--- src/rtl/fp_minmax_seq.sv ---
// fp_minmax_seq
//
// Purpose:
//   Reduces an N-element stream of floating-point words to its minimum or
//   maximum. It keeps a running accumulator and hands each new element,
//   paired with the accumulator, to an external pairwise min/max unit over a
//   start/done handshake. Operand values are never inspected here, so NaN and
//   signed-zero behaviour is whatever the external unit implements.
//
// Ports:
//   clk, rst        clock; asynchronous active-low reset
//   start           begin a reduction (only honoured while idle)
//   max_n_min       1 = maximum, 0 = minimum; latched at start
//   len             element count N; latched at start
//   busy            high while a reduction is in progress
//   done            one-cycle pulse when res carries a new result
//   res             result, held until the next done
//   in_valid/in_ready/in_data   element stream (valid/ready)
//   fu_start        one-cycle compare request to the min/max unit
//   fu_max_n_min    operation select presented to the unit
//   fu_op_a/fu_op_b accumulator / new element, stable until fu_done
//   fu_done/fu_res  unit completion pulse and result
//
// All outputs come straight from registers.
module fp_minmax_seq #(
  parameter int DATA_W = 32,
  parameter int EXP_W  = 8,
  parameter int LEN_W  = 16
) (
  input  logic              clk,
  input  logic              rst,
  input  logic              start,
  input  logic              max_n_min,
  input  logic [LEN_W-1:0]  len,
  output logic              busy,
  output logic              done,
  output logic [DATA_W-1:0] res,
  input  logic              in_valid,
  output logic              in_ready,
  input  logic [DATA_W-1:0] in_data,
  output logic              fu_start,
  output logic              fu_max_n_min,
  output logic [DATA_W-1:0] fu_op_a,
  output logic [DATA_W-1:0] fu_op_b,
  input  logic              fu_done,
  input  logic [DATA_W-1:0] fu_res
);

  // Quiet NaN with sign 0, all-ones exponent and the top mantissa bit set.
  localparam logic [DATA_W-1:0] CANON_NAN =
    {1'b0, {EXP_W{1'b1}}, 1'b1, {(DATA_W-EXP_W-2){1'b0}}};

  localparam logic [LEN_W-1:0] LEN_ONE = LEN_W'(1);

  typedef enum logic [2:0] {
    S_IDLE,
    S_FIRST,
    S_NEXT,
    S_WAIT,
    S_DONE
  } state_t;

  state_t              state_q, state_d;
  logic [DATA_W-1:0]   acc_q, acc_d;
  logic [LEN_W-1:0]    rem_q, rem_d;
  logic [DATA_W-1:0]   res_q, res_d;
  logic [DATA_W-1:0]   op_a_q, op_a_d;
  logic [DATA_W-1:0]   op_b_q, op_b_d;
  logic                mnm_q, mnm_d;
  logic                busy_q, busy_d;
  logic                done_q, done_d;
  logic                in_ready_q, in_ready_d;
  logic                fu_start_q, fu_start_d;

  logic                stream_hs;

  // in_ready_q is exactly what the source sees, so the handshake is judged
  // against the registered copy.
  assign stream_hs = in_valid & in_ready_q;

  always_comb begin
    state_d    = state_q;
    acc_d      = acc_q;
    rem_d      = rem_q;
    res_d      = res_q;
    op_a_d     = op_a_q;
    op_b_d     = op_b_q;
    mnm_d      = mnm_q;
    done_d     = 1'b0;
    fu_start_d = 1'b0;

    unique case (state_q)
      S_IDLE: begin
        if (start) begin
          if (len == '0) begin
            // Empty reduction: no stream traffic, result is the canonical NaN.
            res_d   = CANON_NAN;
            done_d  = 1'b1;
            state_d = S_DONE;
          end else begin
            mnm_d   = max_n_min;
            rem_d   = len - LEN_ONE;
            state_d = S_FIRST;
          end
        end
      end

      S_FIRST: begin
        if (stream_hs) begin
          acc_d = in_data;
          if (rem_q == '0) begin
            // Single element passes through untouched, even a NaN.
            res_d   = in_data;
            done_d  = 1'b1;
            state_d = S_DONE;
          end else begin
            state_d = S_NEXT;
          end
        end
      end

      S_NEXT: begin
        if (stream_hs) begin
          op_a_d     = acc_q;
          op_b_d     = in_data;
          fu_start_d = 1'b1;
          state_d    = S_WAIT;
        end
      end

      S_WAIT: begin
        // Operands stay frozen here; only the unit's completion moves us on.
        if (fu_done) begin
          acc_d = fu_res;
          rem_d = rem_q - LEN_ONE;
          if (rem_q == LEN_ONE) begin
            res_d   = fu_res;
            done_d  = 1'b1;
            state_d = S_DONE;
          end else begin
            state_d = S_NEXT;
          end
        end
      end

      S_DONE: begin
        state_d = S_IDLE;
      end

      default: begin
        state_d = S_IDLE;
      end
    endcase

    // Outputs are registered from the next state so they line up with it.
    // busy is already low in the DONE cycle, where done is high.
    busy_d     = (state_d == S_FIRST) || (state_d == S_NEXT) ||
                 (state_d == S_WAIT);
    in_ready_d = (state_d == S_FIRST) || (state_d == S_NEXT);
  end

  always_ff @(posedge clk or negedge rst) begin
    if (!rst) begin
      state_q    <= S_IDLE;
      acc_q      <= '0;
      rem_q      <= '0;
      res_q      <= '0;
      op_a_q     <= '0;
      op_b_q     <= '0;
      mnm_q      <= 1'b0;
      busy_q     <= 1'b0;
      done_q     <= 1'b0;
      in_ready_q <= 1'b0;
      fu_start_q <= 1'b0;
    end else begin
      state_q    <= state_d;
      acc_q      <= acc_d;
      rem_q      <= rem_d;
      res_q      <= res_d;
      op_a_q     <= op_a_d;
      op_b_q     <= op_b_d;
      mnm_q      <= mnm_d;
      busy_q     <= busy_d;
      done_q     <= done_d;
      in_ready_q <= in_ready_d;
      fu_start_q <= fu_start_d;
    end
  end

  assign busy         = busy_q;
  assign done         = done_q;
  assign res          = res_q;
  assign in_ready     = in_ready_q;
  assign fu_start     = fu_start_q;
  assign fu_max_n_min = mnm_q;
  assign fu_op_a      = op_a_q;
  assign fu_op_b      = op_b_q;

endmodule
--- config.mk ---
export PLATFORM = sky130hd
export DESIGN_NAME = fp_minmax_seq
export DESIGN_NICKNAME = d
export VERILOG_FILES = /design/src/rtl/fp_minmax_seq.sv
export SDC_FILE = /design/constraint.sdc
export NUM_CORES = 1
export LEC_CHECK = 0
export ABC_AREA = 1
export BUFFER_PORTS_ARGS = -buffer_cell sky130_fd_sc_hd__buf_2
export CAP_MARGIN = 20
export CORE_MARGIN = 8
export CORE_UTILIZATION = 49
export DETAILED_ROUTE_END_ITERATION = 6
export PLACE_DENSITY = 0.85
export REMOVE_ABC_BUFFERS = 1
export SYNTH_ARGS = -nofsm -noshare
export SYNTH_HDL_FRONTEND = slang
export SYNTH_SLANG_ARGS = --single-unit
export TNS_END_PERCENT = 20
--- constraint.sdc ---
create_clock -name clk -period 1.75 [get_ports clk]
set_clock_uncertainty 0.15 [all_clocks]
set_input_delay 0.175 -clock clk [delete_from_list [all_inputs] [get_ports clk]]
set_output_delay 0.175 -clock clk [all_outputs]
set_load 0.005 [all_outputs]
### Yosys cells after proc, flatten, opt, wreduce, memory -nomap -nowiden

Index checks and enable logic that the tools add are counted.

| cells by class | value |
|---|---|
| reduce and logical (&&, ||, !) cells | 13 |
| equal/unequal tests | 14 |
| muxes and demuxes | 31 |
| add/subtract/negate cells | 2 |
| bitwise operators | 2 |

Operators by type and width:

| operator | count |
|---|---|
| 32-bit two-way mux | 8 |
| 32-bit one-hot mux with 3 select lines | 1 |
| 32-bit one-hot mux with 2 select lines | 1 |
| 16-bit two-way mux | 3 |
| 16-bit logical NOT | 2 |
| 16-bit one-hot mux with 2 select lines | 1 |
| 16-bit by 1-bit subtractor with 16-bit output, second input constant | 2 |
| 3-bit two-way mux | 7 |
| 16-bit by 1-bit == test with 1-bit output, second input constant | 1 |
| 2-bit inequality test, second input constant | 7 |
| 3-bit by 2-bit == test with 1-bit output, second input constant | 4 |
| 3-bit one-hot mux with 4 select lines | 1 |
| 1-bit two-way mux | 8 |
| 7-bit AND reduction | 1 |
| 3-bit by 1-bit == test with 1-bit output, second input constant | 2 |
| 3-bit AND reduction | 2 |
| 4-bit AND reduction | 1 |
| 2-bit nonzero test | 2 |
| 3-bit logical NOT | 1 |
| 1-bit one-hot mux with 3 select lines | 1 |
| 3-bit nonzero test | 1 |
| 1-bit logical OR | 2 |
| 2-bit AND reduction | 1 |
| 1-bit bitwise AND | 1 |
| 1-bit NOT | 1 |

| storage, ports and cells | value |
|---|---|
| bits in registers | 152 |
| bits of input ports | 86 |
| word-level logic and storage cells | 73 |

### Logic depth before layout (Yosys ltp)

Gate-level depths: netlist (run 1).

| depth | value |
|---|---|
| word-level depth | 7 |
| depth in mapped cells | 12 |

### Worst setup path before layout (run 1)

OpenSTA, ideal clock, no wires.

| timing | value |
|---|---|
| path type | register to register |
| start point | reg rem_q[0] |
| end point | reg res_q[28] (netlist: res[28]) |
| arrival time | 1.436 ns |
| clock period less this slack | 1.699 ns |
| required time | 1.487 ns |
| path slack | 0.051 ns |
| cell stages (with the launch flop) | 11 |
| path buffers | 1 |
| setup time | 0.113 ns |
| path through | dfrtp_1 -> inv_1 -> ha_1 -> nand2_1 -> nor2_1 -> nand3_4 -> nand3_4 -> buf_6 -> nand2_1 -> nand2_1 -> inv_1 |

| between the ends | value |
|---|---|
| cells in the longest elaborated chain, start to end | 3 |

Ends and longest elaborated chain:

| element | RTL line | text |
|---|---|---|
| start: declaration | 65 | `logic [LEN_W-1:0] rem_q, rem_d;` |
| start signal: assignment | 178 | `rem_q <= rem_d;` |
| 16-bit by 1-bit == test with 1-bit output / 16-bit logical NOT (equally long branches) | 136, 111 |  |
| 2-bit inequality test (no line) | -- |  |
| 7-bit AND reduction (no line) * | -- |  |
| end signal: assignment | 179 | `res_q <= res_d;` |
| end: declaration | 66 | `logic [DATA_W-1:0] res_q, res_d;` |

Every way passes the cells marked *; elsewhere a longest branch is shown, timed or not.
A chain may end at the register's enable or synchronous reset.

### Worst setup path in the final report (run 1)

| timing | value |
|---|---|
| start point | reg state_q[1] |
| end point | reg res_q[27] (netlist: res[27]) |

| between the ends | value |
|---|---|
| cells in the longest elaborated chain, start to end | 3 |

Ends and longest elaborated chain:

| element | RTL line | text |
|---|---|---|
| start: declaration | 63 | `state_t state_q, state_d;` |
| start signal: assignment | 176 | `state_q <= state_d;` |
| 3-bit by 2-bit == test with 1-bit output (tied with other cells) | 92 | `unique case (state_q)` |
| 2-bit inequality test (no line) / 3-bit nonzero test (equally long branches) | -- |  |
| 7-bit AND reduction (no line) | -- |  |

Several ways; a longest one is shown, not always the timed one.

==> implementation parameters, run 1 <==
Parameter                              Value

Setup path
  Type of the worst setup path    register to register
  Critical path fanouts, max    25
  Critical path cell sequence    inv_1 -> nor2_4 -> nand2_8 -> inv_2 -> buf_12 -> nor2_2 -> nor3_1 -> nand2_1 -> nand2_1 -> inv_1
  CP Data Required Time    1920 ps
  Crit end category    register
  Arrival time at the worst endpoint    2120 ps
  CP max stage delay    400 ps
  Critical path buffer and inverter count    4
  Standard cell with the maximum stage delay on the critical path    dfrtp_1
  Family of cells with the greatest summed delay on the critical path    simple AND/OR/NAND/NOR gates
  Worst Reg-to-Reg Cells    10
  Startpoint Class    register
  Path length in cells of the critical path    10

Die
  Y dimension of the die    144 µm
  Num ports    187
  Placeable Area    15,900 µm²
  Initial Utilization    50.2%
  Die width    144 µm
  FP Rows    46
  Full die area    20,700 µm²

Clock tree
  Num Clock Sinks    152
  Deepest level of the CTS H-tree    4
  Insertion delay to the later sink of the worst-skew pair    420 ps
  Clock slew seen by the registers of the worst setup and hold paths    70 ps
  Number of buffers added by the clock tree synthesis step    17
  Clk Tree Root Cell    clkbuf_16
  Max Buffers Root-to-Sink    2
  Clock tree from TritonCTS    built

Hold path
  Number of cells on the worst hold path    5
  Type of the tightest min-delay check    input pin to register

Synth
  Area of the mapped netlist    8010 µm²
  Number of unique standard cell types used by synthesis    33
  Mean instance size in the synthesized netlist    7.26 µm²
  Number of standard cells after synthesis    1,103
  Yosys reg bits    152
  Count of flip-flops with a built-in enable after synthesis    0
  Share of synthesized flip-flops with an asynchronous set or reset    100%
  Warnings from Yosys    0
  Sequential-to-total area share from yosys stat    47.5%
  Main synth FF type    dfrtp_1

Drt
  Antenna-violating nets left    0
  Average detailed-routed wire length per instance    17.7 µm
  Residual DRC    4
  Final wirelength    28.3 mm
  Via count    8,691
  Initial DRC count    1,040
  Number of vias per cell after detailed routing    5.45
  DRT Pass-1 Iters    7

Pwr
  Design internal power    9.71 mW
  Reg power frac    33.3%
  PnR Total Power    16.6 mW
  Power Density    1510 nW/µm²
  Reported net switching power    6.90 mW
  Switching Share    41.6%
  P_leak    5.90 nW
  Peak supply drop    0.959 mV
  Share of power burned in the clock network    21.9%
  Part of the power in combinational logic    44.8%

Finish
  Fraction of final layout cells sized beyond drive strength 1    25.6%
  Synthesis-to-layout area growth    37.3%
  Post-layout net count    1,455
  Non-filler cells in the finished layout    1,595
  Filler instances    1,111

Place
  Pre-CTS worst setup slack    -77.6 ps
  RePlAce Congestion    0.909
  Post-Place Cells    1,503
  Detailed placer's ending HPWL    16.7 mm
  Number of I/O port buffers    186

Timing
  Fraction of the cycle the final worst path needs    111%
  Worst Hold Slack    -13.7 ps
  Crit path time final    1950 ps
  Sum of negative setup slack    -2030 ps
  Worst-case setup margin in the final layout    -199 ps
  Slew HR    70.6%
  Count of pins over their slew limit    0
  Final count of negative-setup-slack endpoints    57
  Final Hold Vio Count    1
  Worst-margin pin slew    439 ps
  Achievable clock frequency    513 MHz
  RSZ-0062 raised after global routing    true

GRT
  Largest net degree at the start of global routing    63
  Number of global-route vias before repair    8,120
  Number of antenna violations at the first check in global routing    2
  Wire length of the first global-routing pass    40.2 mm
  Global-route congestion overflow total    0
  Gr usage total    24.7%

Outcome
  Run status    finished with violations
  Failing checks    design-rule violations, negative hold slack, negative setup slack

Job
  Max-cap check violation count    0
-- sequential cells by signal, summed over array words and instances (netlist names) --
register / cells
fu_start: 1
done: 1
rem_q: 16
fu_op_b: 32
fu_op_a: 32
res: 32
fu_max_n_min: 1
state_q: 3
in_ready: 1
acc_q: 32
busy: 1
-- final cells by class --
class	count	area, µm²	share of cell area [%]
timing repair buffer	290	2110	19.2
clock buffer	18	439	3.99
tap	216	270	2.46
antenna	2	5.00	0.0455
multi-input combinational	683	3400	30.9
clock inverter	14	136	1.24
inverter	220	830	7.55
sequential	152	3800	34.6
-- layer usage --
| metal | share of wire [%] | global-route usage [%] |
|---|---|---|
| met1 | 36 | 29.2 |
| met3 | 10 | 5.61 |
| met4 | 5.2 | 10.8 |
| met5 | 0 | 0 |
| met2 | 49 | 42.0 |
-- synthesized netlist by cell type, types with 2 or more instances --
library cell / instances / area share [%]
o211ai_1: 2 / 0.19
nor2_2: 3 / 0.23
xor2_1: 2 / 0.22
nor2_4: 2 / 0.28
nor4_1: 2 / 0.16
nand3_4: 3 / 0.66
ha_1: 5 / 0.78
buf_2: 26 / 1.6
o22ai_1: 16 / 1.2
nand3_1: 29 / 1.8
nand3b_1: 2 / 0.19
clkbuf_1: 16 / 0.75
o21ai_0: 152 / 9.5
buf_6: 4 / 0.56
xnor2_1: 2 / 0.22
nand2_2: 2 / 0.16
nand2_1: 319 / 15
buf_4: 2 / 0.19
nor3_1: 9 / 0.56
nand4_1: 35 / 2.7
dfrtp_1: 152 / 47
inv_1: 219 / 10
a21oi_1: 5 / 0.31
nor2_1: 85 / 4.0
-- cells by family (layout without fill, tap and decap cells) --
| group | count (synthesis) | count (layout) | share of synthesized area (%) |
|---|---|---|---|
| compound gates | 178 | 178 | 11.6 |
| xor+xnor | 4 | 4 | 0.438 |
| fa+ha+maj | 5 | 5 | 0.781 |
| buf+inv | 269 | 542 | 13.5 |
| flops | 152 | 152 | 47.5 |
| mux | 1 | 1 | 0.125 |
| other cells | 0 | 2 | 0 |
| simple gates | 494 | 495 | 26.1 |
-- worst min-delay path, stage by stage --
cell,delay [ps]
buf_2,100
inv_1,40
nor2_1,60
o21ai_2,100
o21ai_1,50
-- cells in the final DEF (no fill, tap or decap), types with 9 or more instances in the layout --
master and count:
buf_12 14, nand4_1 35, clkbuf_16 22, buf_2 185
dfrtp_1 152, o21ai_1 17, buf_4 38, nand3_1 28
nand2_2 14, nor2_4 9, inv_1 215, nor2_2 9
nor2_1 73, o21ai_2 17, o21ai_0 118, o22ai_1 16
dlygate4sd3_1 42, nand2_1 299
-- per-stage QoR --
stage          util (%)  instance area, µm²  hold slack (ps)
2_1_floorplan         -                7750             -271
3_3_place_gp       59.4                9470            -40.4
3_5_place_dp       59.4                9470            -45.6
4_1_cts            66.7               10600             3.39
5_1_grt            69.0               11000             5.36
6_report           69.0               11000            -13.7
-- power by group through the flow --
stage | clock, mW | combinational (mW) | sequential [mW]
4_1_cts | 3.60 | 6.50 | 5.41
3_3_place_gp | 0 | 5.83 | 5.39
2_1_floorplan | 0 | 3.30 | 5.49
5_1_grt | 3.79 | 8.13 | 5.64
3_5_place_dp | 0 | 6.03 | 5.45
6_report | 3.64 | 7.44 | 5.53
-- final timing paths --
| path | slack, ps | to | start |
|---|---|---|---|
| max | -200 | res[27]$_DFFE_PN0P_ | state_q[1]$_DFF_PN0_ |
| min | -10 | acc_q[28]$_DFFE_PN0P_ | fu_res[28] |
| max reg2reg | -200 | res[27]$_DFFE_PN0P_ | state_q[1]$_DFF_PN0_ |
| min reg2reg | 330 | fu_op_a[28]$_DFFE_PN0P_ | fu_op_a[28]$_DFFE_PN0P_ |
| max in group asynchronous | 760 | res[9]$_DFFE_PN0P_ | rst |
| min in group asynchronous | 90 | fu_op_a[12]$_DFFE_PN0P_ | rst |
-- what timing repair did --
action | in CTS | in global routing
setup buffers | 5 | 5
endpoints found under the hold margin | 210 | 1
pin swaps | 5 | 8
setup endpoints to repair | 43 | 83
gates cloned | 2 | 6
hold buffers | 41 | 1
gates resized for setup | 25 | 93
Power figures use the tool's default switching activity.
==> inputs of run 2 (changes only) <==
--- a/config.mk
+++ b/config.mk
@@ -9,9 +9,10 @@
 export BUFFER_PORTS_ARGS = -buffer_cell sky130_fd_sc_hd__buf_2
 export CAP_MARGIN = 20
 export CORE_MARGIN = 8
-export CORE_UTILIZATION = 49
+export CORE_UTILIZATION = 51
+export CTS_BUF_LIST = sky130_fd_sc_hd__clkbuf_4
 export DETAILED_ROUTE_END_ITERATION = 6
-export PLACE_DENSITY = 0.85
+export PLACE_DENSITY = 0.87
 export REMOVE_ABC_BUFFERS = 1
 export SYNTH_ARGS = -nofsm -noshare
 export SYNTH_HDL_FRONTEND = slang
==> run 2 against run 1 <==
Against the previous run:
- core utilization increased by 1.6 points
- fmax increased by 6.7%
- clock-buffer cell count down 1
- routed wire length down 6.2%
- the run ends with negative setup slack left
- highest routed layer unchanged
- global-route usage increased by 1.1 points
==> implementation parameters, run 2 (same netlist as run 1, synthesis figures left out) <==
Parameter                              Value

Clock tree
  Number of buffers added by the clock tree synthesis step    17 (unchanged)
  Max Buffers Root-to-Sink    2 (unchanged)
  Clock slew seen by the registers of the worst setup and hold paths    150 ps (+80 ps)
  Num Clock Sinks    152 (unchanged)
  Clk Tree Root Cell    clkbuf_4
  Deepest level of the CTS H-tree    4 (unchanged)
  Clock tree from TritonCTS    built
  Insertion delay to the later sink of the worst-skew pair    550 ps (+130 ps)

Pwr
  Power Density    1330 nW/µm² (-12%)
  P_leak    5.90 nW (+0.14%)
  PnR Total Power    14.6 mW (-12%)
  Peak supply drop    0.596 mV (-38%)

GRT
  Largest net degree at the start of global routing    53 (-16%)
  Global-route congestion overflow total    0 (unchanged)
  Wire length of the first global-routing pass    41.4 mm (+3.0%)
  Number of global-route vias before repair    8,549 (+5.3%)
  Gr usage total    25.8% (+1.1 points)
  Number of antenna violations at the first check in global routing    2 (unchanged)

Finish
  Non-filler cells in the finished layout    1,645 (+3.1%)
  Synthesis-to-layout area growth    37.4%
  Leading cell type in the layout, fill and taps excluded    nand2_1
  Post-layout net count    1,505 (+3.4%)
  Fraction of final layout cells sized beyond drive strength 1    23.3% (-2.3 points)
  Top library cells by usage in the layout, fill and taps aside    nand2_1, inv_1, buf_2
  Cell area after layout    11,000 µm² (+0.13%)

Setup path
  Endpoint of the most critical register-to-register path    res[30]$_DFFE_PN0P_
  Startpoint Class    register
  CP Data Required Time    2050 ps (+130 ps)
  Reg-to-reg startpoint    state_q[1]$_DFF_PN0_
  Arrival time at the worst endpoint    2130 ps (about the same)
  Worst setup slack for register-to-register paths    -80 ps (+120 ps)
  Critical path fanouts, max    34 (+36%)
  Type of the worst setup path    register to register
  Crit end category    register
  Worst Reg-to-Reg Cells    10 (unchanged)

Drt
  Final wirelength    26.5 mm (-6.2%)
  Antenna-violating nets left    0 (unchanged)
  DRT Pass-1 Iters    6 (-1)
  Number of vias per cell after detailed routing    5.31 (-2.5%)
  Average detailed-routed wire length per instance    16.1 µm (-9.1%)
  Via count    8,741 (+0.58%)
  Initial DRC count    876 (-16%)
  Residual DRC    0 (-4)

Die
  Initial Utilization    51.3% (+1.1 points)
  Y dimension of the die    141 µm (-1.8%)
  Num ports    187 (unchanged)
  Placeable Area    15,600 µm² (-2.2%)
  FP Rows    46 (unchanged)
  Full die area    20,000 µm² (-3.5%)
  Die width    141 µm (-1.8%)

Timing
  Crit path time final    1830 ps (-123 ps)
  Final count of negative-setup-slack endpoints    12 (-79%)
  Worst-margin pin slew    916 ps (+477 ps)
  RSZ-0062 raised after global routing    true
  Slew HR    38.9% (-32 points)
  Count of pins over their slew limit    0 (unchanged)
  Sum of negative setup slack    -213 ps (+1820 ps)
  Achievable clock frequency    547 MHz (+6.7%)
  Worst-case setup margin in the final layout    -76.7 ps (+123 ps)
  Final Hold Vio Count    0 (-1)
  Fraction of the cycle the final worst path needs    104% (-7.0 points)

Job
  Max-cap check violation count    0 (unchanged)

Place
  Post-Place Cells    1,521 (+1.2%)
  Pre-CTS worst setup slack    -365 ps (-288 ps)
  Number of I/O port buffers    186 (unchanged)
  Dpl cell area    9610 µm² (+1.4%)
  Detailed placer's ending HPWL    16.5 mm (-1.2%)
  RePlAce Congestion    0.895 (-1.5%)

Outcome
  Failing checks    negative setup slack
  Run status    finished with violations

Hold path
  Type of the tightest min-delay check    input pin to asynchronous set/reset pin
## run 2: cell count changes in the layout (fill, tap and decap cells not counted), moves of 12 or more
cell           previous run  this run
dlygate4sd3_1            42        82
o21ai_0                 118       146
clkbuf_16                22         2
clkbuf_4                  0        17
nand2_1                 299       316
o21ai_1                  17         2
o21ai_2                  17         4
buf_4                    38        50
nand2_2                  14         2
## run 2: worst max-delay path, cell delays in order, from the launching register on
cell     delay [ps]
dfrtp_1         420
inv_1           100
nor2_4           50
nand2_4          70
buf_4           170
buf_12          210
nor2_1          100
nor3_1          280
nand2_1          90
nand2_1          60
inv_1            40
## run 2: per-layer routing
layer | global-route usage (%) | vias up | wire, µm
li1 | - | 4039 | -
met1 | 29.9 | 4010 | 9780
met2 | 43.6 | 571 | 12900
met3 | 6.01 | 121 | 2620
met4 | 14.2 | 0 | 1280
met5 | 0 | - | 0
## run 2: worst max-delay path by stage
stage / start / to / slack, ps / cells after the start
after global placement: len[0] / rem_q[0]$_DFFE_PN0P_ / -240 / 9
after detailed placement: len[0] / rem_q[7]$_DFFE_PN0P_ / -370 / 9
after CTS: state_q[2]$_DFF_PN0_ / rem_q[2]$_DFFE_PN0P_ / -60 / 7
after floorplan: state_q[2]$_DFF_PN0_ / in_ready$_DFF_PN0_ / -1800 / 6
after global routing: state_q[1]$_DFF_PN0_ / res[29]$_DFFE_PN0P_ / -140 / 10
final: state_q[1]$_DFF_PN0_ / res[30]$_DFFE_PN0P_ / -80 / 10
## run 2: timing repair
item	CTS	global route
resized for setup	8	51
pin swaps	1	5
gates cloned	1	3
endpoints found under the hold margin	266	0
hold buffers	84	0
buffers inserted	0	3
endpoints found under the setup margin	47	144
## run 2: metrics by stage
step | utilization [%] | hold slack (ps)
floorplan | - | -271
global placement | 61.6 | -104
detailed placement | 61.6 | -107
CTS | 69.0 | 2.31
global route | 70.6 | 31.4
finish | 70.6 | 38.9
## run 2: cell type report
cell class,instances,area (µm²)
inverter,220,828
timing repair buffer,339,2520
tap,216,270
clock buffer,17,128
fill,1074,4590
clock inverter,15,143
antenna,2,5.00
multi-input combinational,684,3310
sequential,152,3800
## run 2: power by group
part	leakage (nW)	switching (mW)	internal, mW
registers	1.78	0.709	4.78
clock network	0.145	1.39	0.740
logic	3.98	4.24	2.76
total	5.90	6.34	8.28
==> inputs of run 3 (changes only) <==
--- a/config.mk
+++ b/config.mk
@@ -6,13 +6,13 @@
 export NUM_CORES = 1
 export LEC_CHECK = 0
 export ABC_AREA = 1
-export BUFFER_PORTS_ARGS = -buffer_cell sky130_fd_sc_hd__buf_2
 export CAP_MARGIN = 20
 export CORE_MARGIN = 8
-export CORE_UTILIZATION = 51
+export CORE_UTILIZATION = 55
 export CTS_BUF_LIST = sky130_fd_sc_hd__clkbuf_4
 export DETAILED_ROUTE_END_ITERATION = 6
-export PLACE_DENSITY = 0.87
+export DONT_BUFFER_PORTS = 1
+export PLACE_DENSITY = 0.78
 export REMOVE_ABC_BUFFERS = 1
 export SYNTH_ARGS = -nofsm -noshare
 export SYNTH_HDL_FRONTEND = slang
==> constraint.sdc (replaced) <==
create_clock -name clk -period 1.7 [get_ports clk]
set_clock_uncertainty 0.15 [all_clocks]
set_input_delay 0.17 -clock clk [delete_from_list [all_inputs] [get_ports clk]]
set_output_delay 0.17 -clock clk [all_outputs]
set_load 0.005 [all_outputs]
==> run 3 against run 2 <==
Against the previous run:
- the run ends with negative hold slack, negative setup slack left
- flip-flop and latch count is the same
- largest cell class unchanged
- largest power group unchanged
- global-route usage shrank 0.26 points
- via count shrank 9.9%
==> implementation parameters, run 3 (same netlist as run 1, synthesis figures left out) <==
Parameter                              Value

GRT
  Wire length of the first global-routing pass    37.9 mm (-8.4%)
  Gr usage total    25.5% (-0.26 points)
  Largest net degree at the start of global routing    153 (+190%)
  Number of global-route vias before repair    7,783 (-9.0%)
  Number of antenna violations at the first check in global routing    2 (unchanged)
  Global-route congestion overflow total    0 (unchanged)

Pwr
  PnR Total Power    14.9 mW (+2.2%)
  Peak supply drop    0.667 mV (+12%)
  Power Density    1430 nW/µm² (+7.5%)
  P_leak    5.40 nW (-8.5%)

Drt
  Number of vias per cell after detailed routing    5.44 (+2.4%)
  Initial DRC count    613 (-30%)
  Via count    7,873 (-9.9%)
  Final wirelength    25.4 mm (-4.3%)
  DRT Pass-1 Iters    5 (-1)
  Antenna-violating nets left    0 (unchanged)
  Residual DRC    0 (unchanged)
  Average detailed-routed wire length per instance    17.6 µm (+8.8%)

Setup path
  Arrival time at the worst endpoint    2180 ps (+50 ps)
  Startpoint Class    register
  Worst Reg-to-Reg Cells    11 (+1)
  Crit end category    register
  CP Data Required Time    2010 ps (-40 ps)
  Worst setup slack for register-to-register paths    -170 ps (-90 ps)
  Reg-to-reg startpoint    state_q[1]$_DFF_PN0_
  Endpoint of the most critical register-to-register path    res[25]$_DFFE_PN0P_
  Critical path fanouts, max    14 (-59%)
  Type of the worst setup path    register to register

Timing
  Worst-margin pin slew    540 ps (-376 ps)
  Slew HR    63.9% (+25 points)
  Worst-case setup margin in the final layout    -171 ps (-93.8 ps)
  RSZ-0062 raised after global routing    true
  Achievable clock frequency    535 MHz (-2.3%)
  Final Hold Vio Count    152 (+152)
  Count of pins over their slew limit    0 (unchanged)
  Final count of negative-setup-slack endpoints    77 (+65)
  Sum of negative setup slack    -6400 ps (-6190 ps)
  Worst Hold Slack    -859 ps (-898 ps)
  Fraction of the cycle the final worst path needs    110% (+5.6 points)
  Crit path time final    1870 ps (+43.8 ps)

Clock tree
  Deepest level of the CTS H-tree    4 (unchanged)
  Hold Buf Count CTS    101 (+20%)
  Number of buffers added by the clock tree synthesis step    17 (unchanged)
  Insertion delay to the later sink of the worst-skew pair    550 ps (about the same)
  Clk Tree Root Cell    clkbuf_4
  Clock tree from TritonCTS    built
  Num Clock Sinks    152 (unchanged)
  Clock slew seen by the registers of the worst setup and hold paths    140 ps (about the same)
  Max Buffers Root-to-Sink    2 (unchanged)

Outcome
  Run status    finished with violations
  Failing checks    negative hold slack, negative setup slack

Die
  FP Rows    44 (-4.3%)
  Placeable Area    14,400 µm² (-7.9%)
  Full die area    18,700 µm² (-6.5%)
  Y dimension of the die    137 µm (-3.3%)
  Die width    137 µm (-3.3%)
  Initial Utilization    55.7% (+4.4 points)
  Num ports    187 (unchanged)

Place
  Post-Place Cells    1,296 (-15%)
  Pre-CTS worst setup slack    -332 ps (+32.7 ps)
  RePlAce Congestion    0.912 (+1.9%)
  Number of I/O port buffers    0 (-100%)
  Detailed placer's ending HPWL    14.5 mm (-12%)
  Dpl cell area    8520 µm² (-11%)

Job
  Max-cap check violation count    0 (unchanged)

Finish
  Share of the core filled with cells    72.8% (+2.3 points)
  Fraction of final layout cells sized beyond drive strength 1    15.0% (-8.3 points)
  Post-layout net count    1,339 (-11%)
  Non-filler cells in the finished layout    1,447 (-12%)
  Synthesis-to-layout area growth    30.7%
  Leading cell type in the layout, fill and taps excluded    nand2_1
  Cell area after layout    10,500 µm² (-4.9%)
  Top library cells by usage in the layout, fill and taps aside    nand2_1, inv_1, dfrtp_1
  Filler instances    972 (-9.5%)

Hold path
  Type of the tightest min-delay check    input pin to asynchronous set/reset pin
run 3: cell types whose count changed in the layout (fill, tap and decap cells not counted), moves of 4 or more:
cell           previous run  this run
o21ai_2                   4        10
buf_12                   13         9
buf_2                   185         0
nand2_4                   4        11
clkbuf_16                 2         6
nand2_1                 316       286
o21ai_1                   2        26
o21ai_0                 146       116
inv_2                     3         7
dlygate4sd3_1            82       100
nand2_2                   2        24
run 3: timing repair:
action                                 4_1_cts  5_1_grt
setup buffers                                7        1
pin swaps                                    4        8
endpoints found under the hold margin      271      152
setup endpoints to repair                   83       91
gates resized for setup                     20      125
cloned                                       3        6
run 3: how the worst max path moves through the flow:
stage	start	to	slack, ps	depth (start not counted)
after floorplan	state_q[2]$_DFF_PN0_	in_ready$_DFF_PN0_	-1850	6
after global placement	state_q[2]$_DFF_PN0_	rem_q[5]$_DFFE_PN0P_	-210	6
after detailed placement	state_q[2]$_DFF_PN0_	rem_q[4]$_DFFE_PN0P_	-330	6
after CTS	state_q[1]$_DFF_PN0_	res[25]$_DFFE_PN0P_	-140	11
after global routing	state_q[1]$_DFF_PN0_	res[25]$_DFFE_PN0P_	-260	11
final	state_q[1]$_DFF_PN0_	res[25]$_DFFE_PN0P_	-170	11
run 3: critical path, cell delays in order, from the launching register on:
cell	delay [ps]
dfrtp_1	430
inv_1	100
nor2_4	50
nand2_4	70
buf_8	130
buf_4	220
nor2_1	90
nor3_1	260
buf_4	160
nand2_2	60
nand2_2	50
inv_1	30
run 3: final cells by class:
cell class,count,area [µm²],area share [%]
Antenna cell,2,5.00,0.0478
Timing Repair Buffer,175,1880,17.9
Sequential cell,152,3800,36.3
Inverter,220,826,7.89
Multi-Input combinational cell,682,3430,32.7
Clock inverter,14,163,1.55
Tap cell,184,230,2.20
Clock buffer,18,135,1.29
run 3: where the power goes:
part           leakage [nW]  switching (mW)  internal [mW]  total (mW)
registers              1.78           0.908           4.92        5.83
clock network         0.154            1.41          0.927        2.34
logic                  3.46            4.07           2.70        6.77
total                  5.40            6.39           8.55        14.9
run 3: per-layer routing:
layer / routed length [µm] / part of all wire [%] / track usage [%]
met1: 9170 / 36 / 27.9
met2: 13000 / 51 / 45.3
met5: 0 / 0 / 0
met4: 1100 / 4.3 / 13.2
met3: 2120 / 8.4 / 6.06
